<file path="src/rtl/branch_resolve_if.sv">
// Bus between branch resolution, fetch redirect, the predictor-update port and the statistics outputs.
// master = the environment around branch_resolve; slave = branch_resolve itself.
interface branch_resolve_if #(
    parameter int unsigned AWID = 64
);
    logic            br_v;
    logic            takb;
    logic            pred_taken;
    logic [AWID-1:0] br_pc;
    logic [AWID-1:0] br_tgt;
    logic            redirect_v;
    logic [AWID-1:0] redirect_pc;
    logic            upd_v;
    logic            upd_rdy;
    logic [AWID-1:0] upd_pc;
    logic            upd_taken;
    logic            br_stall;
    logic [31:0]     br_cnt;
    logic [31:0]     mis_cnt;

    modport master (
        output br_v, takb, pred_taken, br_pc, br_tgt, upd_rdy,
        input  redirect_v, redirect_pc, upd_v, upd_pc, upd_taken, br_stall, br_cnt, mis_cnt
    );

    modport slave (
        input  br_v, takb, pred_taken, br_pc, br_tgt, upd_rdy,
        output redirect_v, redirect_pc, upd_v, upd_pc, upd_taken, br_stall, br_cnt, mis_cnt
    );
endinterface

</file>
<file path="src/rtl/branch_resolve.sv">
// Branch resolution: mispredict redirect pulse plus a FIFO of predictor updates.
// Optional macro BRANCH_STATS_EN adds accepted-branch and mispredict counters.
module branch_resolve #(
    parameter int unsigned AWID   = 64,
    parameter int unsigned QDEPTH = 4
) (
    input  logic           clk,
    input  logic           rst,
    branch_resolve_if.slave bus
);
    localparam int unsigned PW = $clog2(QDEPTH);
    localparam int unsigned CW = PW + 1;

    logic [AWID-1:0] q_pc    [QDEPTH];
    logic            q_taken [QDEPTH];
    logic [PW-1:0]   rd_ptr;
    logic [PW-1:0]   wr_ptr;
    logic [CW-1:0]   occ;

    logic accept;
    logic mispredict;
    logic full;
    logic empty;
    logic push;
    logic pop;

    // Branches seen during a redirect pulse are on the wrong path.
    assign accept     = bus.br_v & ~bus.redirect_v;
    assign mispredict = accept & (bus.takb ^ bus.pred_taken);
    assign full       = (occ == CW'(QDEPTH));
    assign empty      = (occ == '0);
    assign pop        = ~empty & bus.upd_rdy;
    // A full queue still takes the push if the head leaves in the same cycle.
    assign push       = accept & (~full | pop);

    assign bus.upd_v     = ~empty;
    assign bus.upd_pc    = q_pc[rd_ptr];
    assign bus.upd_taken = q_taken[rd_ptr];
    assign bus.br_stall  = full;

    always_ff @(posedge clk) begin
        if (rst) begin
            bus.redirect_v  <= 1'b0;
            bus.redirect_pc <= '0;
            rd_ptr          <= '0;
            wr_ptr          <= '0;
            occ             <= '0;
        end else begin
            bus.redirect_v <= mispredict;
            if (mispredict) begin
                bus.redirect_pc <= bus.takb ? bus.br_tgt : bus.br_pc + AWID'(5);
            end
            if (push) begin
                wr_ptr <= wr_ptr + PW'(1);
            end
            if (pop) begin
                rd_ptr <= rd_ptr + PW'(1);
            end
            if (push && !pop) begin
                occ <= occ + CW'(1);
            end else if (pop && !push) begin
                occ <= occ - CW'(1);
            end
        end
    end

    // Queue storage needs no reset; validity is tracked by occ.
    always_ff @(posedge clk) begin
        if (push) begin
            q_pc[wr_ptr]    <= bus.br_pc;
            q_taken[wr_ptr] <= bus.takb;
        end
    end

`ifdef BRANCH_STATS_EN
    logic [31:0] br_cnt_q;
    logic [31:0] mis_cnt_q;

    always_ff @(posedge clk) begin
        if (rst) begin
            br_cnt_q  <= '0;
            mis_cnt_q <= '0;
        end else begin
            if (accept) begin
                br_cnt_q <= br_cnt_q + 32'd1;
            end
            if (mispredict) begin
                mis_cnt_q <= mis_cnt_q + 32'd1;
            end
        end
    end

    assign bus.br_cnt  = br_cnt_q;
    assign bus.mis_cnt = mis_cnt_q;
`else
    assign bus.br_cnt  = '0;
    assign bus.mis_cnt = '0;
`endif
endmodule

</file>
<file path="src/flat_wrapper.sv">
// flat-port wrapper written by rule: the top's interface ports become plain ports
module branch_resolve_flat 
#(
    parameter int unsigned AWID   = 64,
    parameter int unsigned QDEPTH = 4
)
  (clk, rst, bus_br_v, bus_takb, bus_pred_taken, bus_br_pc, bus_br_tgt, bus_upd_rdy, bus_redirect_v, bus_redirect_pc, bus_upd_v, bus_upd_pc, bus_upd_taken, bus_br_stall, bus_br_cnt, bus_mis_cnt);
  branch_resolve_if #(.AWID(AWID)) bus_i ();
  input  logic clk;
  input  logic rst;
  input wire logic [$bits(bus_i.br_v)-1:0] bus_br_v;
  input wire logic [$bits(bus_i.takb)-1:0] bus_takb;
  input wire logic [$bits(bus_i.pred_taken)-1:0] bus_pred_taken;
  input wire logic [$bits(bus_i.br_pc)-1:0] bus_br_pc;
  input wire logic [$bits(bus_i.br_tgt)-1:0] bus_br_tgt;
  input wire logic [$bits(bus_i.upd_rdy)-1:0] bus_upd_rdy;
  output wire logic [$bits(bus_i.redirect_v)-1:0] bus_redirect_v;
  output wire logic [$bits(bus_i.redirect_pc)-1:0] bus_redirect_pc;
  output wire logic [$bits(bus_i.upd_v)-1:0] bus_upd_v;
  output wire logic [$bits(bus_i.upd_pc)-1:0] bus_upd_pc;
  output wire logic [$bits(bus_i.upd_taken)-1:0] bus_upd_taken;
  output wire logic [$bits(bus_i.br_stall)-1:0] bus_br_stall;
  output wire logic [$bits(bus_i.br_cnt)-1:0] bus_br_cnt;
  output wire logic [$bits(bus_i.mis_cnt)-1:0] bus_mis_cnt;
  assign bus_i.br_v = bus_br_v;
  assign bus_i.takb = bus_takb;
  assign bus_i.pred_taken = bus_pred_taken;
  assign bus_i.br_pc = bus_br_pc;
  assign bus_i.br_tgt = bus_br_tgt;
  assign bus_i.upd_rdy = bus_upd_rdy;
  assign bus_redirect_v = bus_i.redirect_v;
  assign bus_redirect_pc = bus_i.redirect_pc;
  assign bus_upd_v = bus_i.upd_v;
  assign bus_upd_pc = bus_i.upd_pc;
  assign bus_upd_taken = bus_i.upd_taken;
  assign bus_br_stall = bus_i.br_stall;
  assign bus_br_cnt = bus_i.br_cnt;
  assign bus_mis_cnt = bus_i.mis_cnt;
  branch_resolve #(.AWID(AWID), .QDEPTH(QDEPTH)) u_core (.clk(clk), .rst(rst), .bus(bus_i));
endmodule
</file>
<file path="config.mk">
export PLATFORM = sky130hd
export DESIGN_NAME = branch_resolve_flat
export DESIGN_NICKNAME = d
export VERILOG_FILES = /design/src/rtl/branch_resolve_if.sv /design/src/rtl/branch_resolve.sv /design/src/flat_wrapper.sv
export SDC_FILE = /design/constraint.sdc
export NUM_CORES = 1
export LEC_CHECK = 0
export BUFFER_PORTS_ARGS = -buffer_cell sky130_fd_sc_hd__buf_2
export CAP_MARGIN = 0
export CORE_ASPECT_RATIO = 1.1
export CORE_MARGIN = 1
export CORE_UTILIZATION = 49
export CTS_CLUSTER_DIAMETER = 40
export DETAILED_ROUTE_END_ITERATION = 6
export HOLD_SLACK_MARGIN = 0.02
export PLACE_DENSITY_LB_ADDON = 0.1
export REMOVE_ABC_BUFFERS = 1
export SLEW_MARGIN = 5
export SYNTH_ARGS = -nofsm -noshare
export SYNTH_HDL_FRONTEND = slang
export SYNTH_SLANG_ARGS = --single-unit
</file>
<file path="constraint.sdc">
create_clock -name clk -period 2.74 [get_ports clk]
set_input_delay 0.411 -clock clk [delete_from_list [all_inputs] [get_ports clk]]
set_output_delay 0.411 -clock clk [all_outputs]
set_load 0.01 [all_outputs]
</file>
# == After elaboration in Yosys (flattened, before gate mapping) ==
# Memories as Yosys holds them, arrays and structs flattened. A register that Yosys moved wholly into a read port is not among the register bits.
# Index checks and enable logic that the tools add are counted.
# word_totals
ram_bits,260
out_inout_bits,196
input_bits,134
reg_bits,72
wordCells,37
mem_count,2
# mem_list
name,depth,width,rd,rd_ports_with_merged_regs,wr,line,source
u_core.q_pc,4,64,1,1,1,branch_resolve.sv:14,logic [AWID-1:0] q_pc [QDEPTH];
u_core.q_taken,4,1,1,1,1,branch_resolve.sv:15,logic q_taken [QDEPTH];
# classes
bitwise,9
n_eq_ne,1
n_reduce_logical,6
add_sub_neg,5
mux,9
# op_table
op,n
$add 64x3->64 const B,1
$mux 64,1
$mux 2,4
$mux 3,2
$add 2x1->2 const B,2
$and 1x1->1,4
$add 3x1->3 const B,1
$eq 3x3->1 const B,1
$logic_not 3->1,1
$not 1->1,3
$sub 3x1->3 const B,1
$logic_and 1x1->1,2
$logic_not 1->1,2
$mux 1,2
$reduce_bool 2->1,1
$or 1x1->1,1
$xor 1x1->1,1

# == Logic depth before layout (Yosys ltp) ==
# Gate-level depths: netlist of the first run.
# depth
depth_word,9
ltp_mapped,8

# == Worst setup path after synthesis of the first run ==
# Ideal clock, no wire load.
# synth_path
path_kind,reg2reg
from,register u_core.occ[0]
to,memory u_core.q_pc[1][0] (enable)
arrival_time_ps,2483
synth_period_minus_slack_ps,2913
stages_incl_launch_ff,4
path_slack_ps,-173
setup_time_ps,430
path_cell_list,dfxtp_1 > nor3b_1 > a21oi_1 > and2_1
# synth_lines
element,line,source
start: declaration,branch_resolve.sv:18,logic [CW-1:0] occ;
start signal: assignment,branch_resolve.sv:60,occ <= occ + CW'(1);
start signal: assignment,branch_resolve.sv:62,occ <= occ - CW'(1);
$eq 3x3->1,branch_resolve.sv:30,assign full = (occ == CW'(QDEPTH));
via bus_br_stall,flat_wrapper.sv:22,output wire logic [$bits(bus_i.br_stall)-1:0] bus_br_stall;
$not 1->1,branch_resolve.sv:34,assign push = accept & (~full | pop);
$or 1x1->1,branch_resolve.sv:34,
$and 1x1->1,branch_resolve.sv:34,
via u_core.push,branch_resolve.sv:24,logic push;
$mux 1,branch_resolve.sv:69,if (push) begin
$mux 1 (not written as such),branch_resolve.sv:70,q_pc[wr_ptr] <= bus.br_pc;
end: declaration,branch_resolve.sv:14,
# The timed path passes the listed nets, and every way through them passes these cells.

==> impl_results.md, run 1 <==
- Register bit count reported by yosys: 334
- Initial antenna violation count: 2
- Post-synth EDFFs: 260
- I/O Buffers: 265
- Root buf cell: clkbuf_16
- CP arrival: 1.96 ns
- TNS Setup: 0 ns
- DR vias/cell: 5.50
- Effective utilization at floorplan: 50.1%
- NetSw: 3.91 mW
- Min-delay worst type: in2reg
- Leakage power: 6.49 nW
- Max_cap viols: 0
- Hold Slack: 0.128 ns
- GRT overflow: 0
- Largest net degree at the start of global routing: 72
- CORE AREA: 28800 sq um
- Top_reg_cell synth: edfxtp_1
- CTS tree: done
- RSZ-0062 raised after global routing: false
- Top-area cell type share of the netlist area: 54.1%
- PD cells: 815 nW/um^2
- Clk Latency, worst-skew pair: 0.53 ns
- Clk pwr share: 36.9%
- # fillers: 2324
- Cell accounting for the most synthesized area: edfxtp_1
- CTS H-tree depth: 2
- Fin crit share: 86.5%
- Post-Synthesis Cells: 1008
- Sequential power share: 42.4%
- Post-cts sizing count: 0
- Sw Ratio: 27.4%
- Die Height: 182 um
- R2R depth: 8
- Worst Setup Start Kind: register
- First-pass GRT wire length: 53.5 mm
- Final setup violation count: 0
- Hold Vio Cnt, Final: 0
- GP Congestion: 0.809
- Max_slew headroom: 50.0%
- 1st-iter DRT viols: 655
- Worst-path maximum fanout: 35
- Int Power: 10.4 mW
- Routed WL per cell: 20.9 um
- Die Span X: 166 um
- CTS Sinks: 334
- Layout cells sized above 1: 34.5%
- Vias in the first global route: 9074
- Total GRT Usage: 23.6%
- DR vias: 9341
- Final worst slack: 0.371 ns
- Minimum clock period: 2.37 ns
- Unique masters post-synth: 49
- Hpwl dp: 24.1 mm
- Die Area: 30100 sq um
- Warnings from Yosys: 0
- Nets@finish: 1436
- VDD IR max: 0.578 mV
- Comb power frac: 20.7%
- Fmax: 422 MHz
- Drc violations: 34
- Clock transition at path regs: 0.06 ns
- Hold Path Depth: 3
- Top post-synthesis cells by area: edfxtp_1, dfxtp_1, mux4_2, buf_4, xnor2_1
- Number of I/O pins: 330
- CTS Hold Bufs: 0
- Crit. End Element: primary output
- Netlist Area Pre-Place: 14400 sq um
- Post-CTS setup buffer count: 0
- Layout area overhead: 21.4%
- Crit Path Category: reg2out
- Worst-margin pin slew: 0.747 ns
- Avg Inst Size Synth: 14.3 sq um
- Sequential element share of the synthesized area: 64.4%
- Skew final: 0.0208 ns
- Pre-CTS setup slack: 0.276 ns
- Final Max Tran Viols: 0
- Routed WL: 35.5 mm
- Row cnt: 65
- CTS Buf Count: 41
- Post-DRT Antenna Nets: 0
- Failing checks: design-rule violations
- Clock buffer depth: 3
- Worst path required time: 2.33 ns
- Drt pass-1 iters: 7
- Status: complete, but fails checks
- Post-synth ARST share: 0%
[critical path, cell delays in order, from the launching register on]
cell and delay (ns):
dfxtp_4 0.37, buf_12 0.26, mux4_2 0.59, buf_2 0.16
[path summary, 6_finish.rpt]
path | end | slack [ns] | start
worst max-delay path | bus_upd_pc[38] | 0.37 | register
worst min-delay path | u_core.bus.redirect_pc[44]$_SDFFE_PP0P_ | 0.13 | bus_br_tgt[44]
worst max register to register | u_core.occ[2]$_SDFFE_PP0P_ | 0.52 | u_core.bus.redirect_v$_SDFF_PP0_
worst min register to register | u_core.bus.redirect_pc[10]$_SDFFE_PP0P_ | 0.45 | u_core.bus.redirect_pc[10]$_SDFFE_PP0P_
[sequential cells by signal, indices dropped and copies added, names as in the netlist, named ones only]
name                    flops
u_core.occ                  3
u_core.bus.redirect_pc     64
u_core.wr_ptr               2
u_core.q_pc               256
u_core.bus.redirect_v       1
u_core.q_taken              4
u_core.rd_ptr               2
[per-stage QoR]
step,utilization (%),std cells,area (sq um),power (mW)
floorplan,-,955,14000,7.93
global route,60.9,1697,17500,14.8
finish,60.9,1697,17500,14.3
detailed placement,56.2,1620,16200,9.18
CTS,60.9,1696,17500,14.4
global placement,56.2,1620,16200,9.15
[power groups by stage]
stage               Combinational [mW]  Clock, mW  Sequential (mW)
global route                      3.19       5.54             6.10
detailed placement                3.01          0             6.17
finish                            2.95       5.27             6.06
floorplan                         1.56          0             6.37
global placement                  3.00          0             6.16
CTS                               3.02       5.35             6.07
[cell usage after synthesis (5+ instances only)]
library cell and instances:
o21ai_0 28, a31oi_1 9, and3_1 30, nor4_1 11
a211oi_1 5, edfxtp_1 260, o22ai_1 27, mux2i_1 5
mux4_2 65, nand2_1 78, clkbuf_1 38, a21oi_1 53
xnor2_1 51, dfxtp_1 74, xor2_1 14, buf_4 65
nand3b_1 5, and2_1 6, ha_1 6, nand3_1 31
buf_1 7, inv_1 21, nand4_1 11, nor3_1 15
buf_2 5, nor2_1 41, or3_1 6
[kinds of logic (layout without fill, tap and decap cells)]
group | count (synthesis) | count (layout) | share of synthesized area [%]
AOI/OAI and AO/OA | 131 | 131 | 5.18
xor gates and xnor gates | 65 | 65 | 3.94
buffers and inverters | 137 | 394 | 5.35
and+or+nand+nor | 263 | 263 | 10.0
muxes | 70 | 70 | 10.5
adders and majority gates | 7 | 7 | 0.659
other | 1 | 65 | 0.0260
DFF | 334 | 334 | 64.4
[final cells by class]
type,count,area (sq um),share of cell area [%]
Timing Repair Buffer,297,1720,9.82
Clock inverter,27,244,1.39
Tap cell,368,460,2.63
Antenna cell,1,2.50,0.0143
Multi-Input combinational cell,600,4620,26.4
Sequential cell,334,9300,53.0
Clock buffer,49,1100,6.27
Inverter,21,78.8,0.450
[layout by cell type, fill, tap and decap left out, types with 6 or more instances in the layout]
cell / instances
a21oi_1: 53
a31oi_1: 9
and3_1: 30
buf_12: 12
buf_2: 263
buf_4: 22
clkbuf_1: 6
clkbuf_16: 43
clkinv_2: 7
conb_1: 64
dfxtp_1: 72
edfxtp_1: 260
ha_1: 6
inv_1: 21
inv_6: 6
mux4_2: 65
nand2_1: 77
nand3_1: 31
nand4_1: 11
nor2_1: 41
nor3_1: 15
nor4_1: 11
o21ai_0: 28
o22ai_1: 27
or3_1: 6
xnor2_1: 51
xor2_1: 14
[layer usage]
layer / track usage, % / vias to the layer above / wire (um)
met5: 0 / - / 8
met4: 8.71 / 2 / 987
met3: 4.56 / 63 / 2260
met2: 37.9 / 360 / 17000
met1: 32.1 / 4627 / 15200
li1: - / 4289 / -
(Power assumes the default switching activity.)
==> inputs of run 2 (changes only) <==
- ABC_AREA: not set -> 1
- CORE_UTILIZATION: 49 -> 50
==> run 2 against run 1 <==
Compared with the run above: the run now ends clean; clock power rose by 11%; clock skew shrank 0.0065 ns; non-clock buffer count decreased by 9; first-iteration DRC count up 53%; synthesized area grew 7.2%; cell area up 6.1%; critical path type unchanged; largest cell class unchanged; highest routed layer unchanged.
==> impl_results.md, run 2 <==
- Max reg flops: 256
- CTS Hold Bufs: 0
- Post-CTS setup buffer count: 0
- RSZ-0062 raised after global routing: false
- Hold Path Depth: 3
- Die Height: 186 um
- 1st-iter DRT viols: 1004
- Number of I/O pins: 330
- Filler-free cell count of the finished design: 2328
- DR vias/cell: 5.35
- Met3 WL post-DR: 2.92 mm
- Routed WL: 44.9 mm
- Drt pass-1 iters: 5
- Pwr Total: 15.2 mW
- Layout area overhead: 20.3%
- VDD IR max: 0.703 mV
- Status: finished, final reports clean
- Minimum clock period: 2.48 ns
- Unique masters post-synth: 40
- Post-synth ARST share: 0%
- GP Congestion: 0.928
- Clock buffer depth: 3
- CTS Sinks: 334
- Max_cap viols: 0
- Post-synth EDFFs: 260
- Drc violations: 0
- Avg Inst Size Synth: 9.52 sq um
- Final Max Tran Viols: 0
- Fin crit share: 90.6%
- M1 WL: 19.5 mm
- Nets@finish: 2020
- Die Span X: 170 um
- Effective utilization at floorplan: 50.8%
- Most numerous cell in the Yosys netlist: nor2_1
- Biggest register: u_core.q_pc
- Skew final: 0.0144 ns
- List of most frequent post-synthesis cells: nor2_1, edfxtp_1, nand2_1, o21ai_0, a21oi_1
- Hpwl dp: 29.9 mm
- Vias in the first global route: 11600
- Sequential element share of the synthesized area: 60.1%
- CORE AREA: 30400 sq um
- Hold Vio Cnt, Final: 0
- PD cells: 816 nW/um^2
- Crit Path Category: reg2out
- Routed WL per cell: 19.3 um
- TNS Setup: 0 ns
- Warnings from Yosys: 0
- CTS tree: done
- Worst-margin pin slew: 0.698 ns
- Final worst slack: 0.258 ns
- Clock transition at path regs: 0.06 ns
- Root buf cell: clkbuf_16
- Max_slew headroom: 53.5%
- Finished Cell Area: 18600 sq um
- Final setup violation count: 0
- Die Area: 31600 sq um
- Placed Area: 17100 sq um
- Min-delay worst type: in2reg
- Crit. End Element: primary output
- Leakage power: 7.35 nW
- Most common cell after layout, fill and taps aside: nor2_1
- Top post-synthesis cells by area: edfxtp_1, dfxtp_1, nor2_1, o21ai_0, nand2_1
- Met2 WL: 21.3 mm
- Most frequent cells in the layout: nor2_1, buf_2, edfxtp_1
- First-pass GRT wire length: 66.9 mm
- Cell accounting for the most synthesized area: edfxtp_1
- CTS H-tree depth: 2
- Post-DRT Antenna Nets: 0
- Post-Synthesis Cells: 1625
- Largest net degree at the start of global routing: 131
- Top routing layer used: met5
- Crit Reg-Reg Startpoint: u_core.occ[0]$_SDFFE_PP0P_
- Worst path required time: 2.33 ns
- R2r endpoint: u_core.occ[2]$_SDFFE_PP0P_
- GRT overflow: 0
- Clk Latency, worst-skew pair: 0.54 ns
- Layout cells sized above 1: 21.5%
- CP arrival: 2.07 ns
- Register bit count reported by yosys: 334
- Hold Path End: u_core.bus.redirect_pc[1]$_SDFFE_PP0P_
- Pre-CTS setup slack: 0.562 ns
- Initial antenna violation count: 3
- Worst-path maximum fanout: 130
- FF-to-FF setup slack: 0.60 ns
- Row cnt: 67
- R2R depth: 13
- CTS Buf Count: 42
- Top Registers: u_core.q_pc x256, u_core.bus.redirect_pc x64, u_core.q_taken x4
- Hold_sp: bus_br_tgt[1]
- Top_reg_cell synth: edfxtp_1
- Top-area cell type share of the netlist area: 50.5%
- Post-cts sizing count: 0
- I/O Buffers: 265
- Worst Setup Start Kind: register
- Placed cell count: 2249
- Total GRT Usage: 28.1%
- Fmax: 403 MHz
- DR vias: 12500
- Netlist Area Pre-Place: 15500 sq um
-- run 2: cell types whose count changed after synthesis, sizes merged, moves of 14 or more --
cell and change:
clkbuf +19, a21oi +61, o21ai +169, and3 -29
nor4 -16, nor3 -14, o22ai +38, mux4 -65
xnor2 -31, inv +58, nor2 +271, nand3 +17
nand2 +187
-- run 2: power by group --
part,internal [mW],switching (mW)
Sequential,5.97,0.134
Combinational,1.03,2.17
Clock,3.63,2.24
-- run 2: cell type report --
cell class	count	area, sq um
sequential	334	9290
inverter	80	302
tap	414	518
antenna	1	2.50
timing repair buffer	288	1620
clock inverter	30	388
multi-input combinational	1133	5340
fill	2615	11800
clock buffer	48	1140
-- run 2: through the flow --
stage,utilization [%],hold WS (ns)
2_1_floorplan,-,0.440
3_3_place_gp,56.1,0.447
3_5_place_dp,56.1,0.449
4_1_cts,61.1,0.138
5_1_grt,61.1,0.149
6_report,61.1,0.145
-- run 2: how the worst max path moves through the flow --
stage | end | start | slack (ns)
CTS | bus_upd_pc[55] | register | 0.29
global route | bus_upd_pc[55] | register | 0.16
global placement | u_core.bus.redirect_pc[30]$_SDFFE_PP0P_ | bus_br_pc[0] | 0.63
floorplan | bus_upd_pc[0] | register | -2.39
detailed placement | u_core.bus.redirect_pc[30]$_SDFFE_PP0P_ | bus_br_pc[0] | 0.56
finish | bus_upd_pc[58] | register | 0.26
-- run 2: cells by family after synthesis --
family | synth area share, %
flip-flops | 60.1
XOR/XNOR | 1.64
adder cells (fa/ha/maj) | 0.615
other | 0.0242
AND/OR/NAND/NOR | 17.6
AO/OA/AOI/OAI | 12.9
buffers and inverters | 7.22
-- run 2: worst max-delay path, cell delays in order (launching register included) --
cell and delay, ns:
dfxtp_4 0.36, buf_12 0.32, o21ai_0 0.21, o22ai_1 0.24, buf_2 0.17
-- run 2: per-layer routing --
layer	GRT usage (%)	vias up
li1	-	5969
met2	45.4	508
met3	4.14	71
met1	39.0	5915
met4	9.32	2
met5	0	-
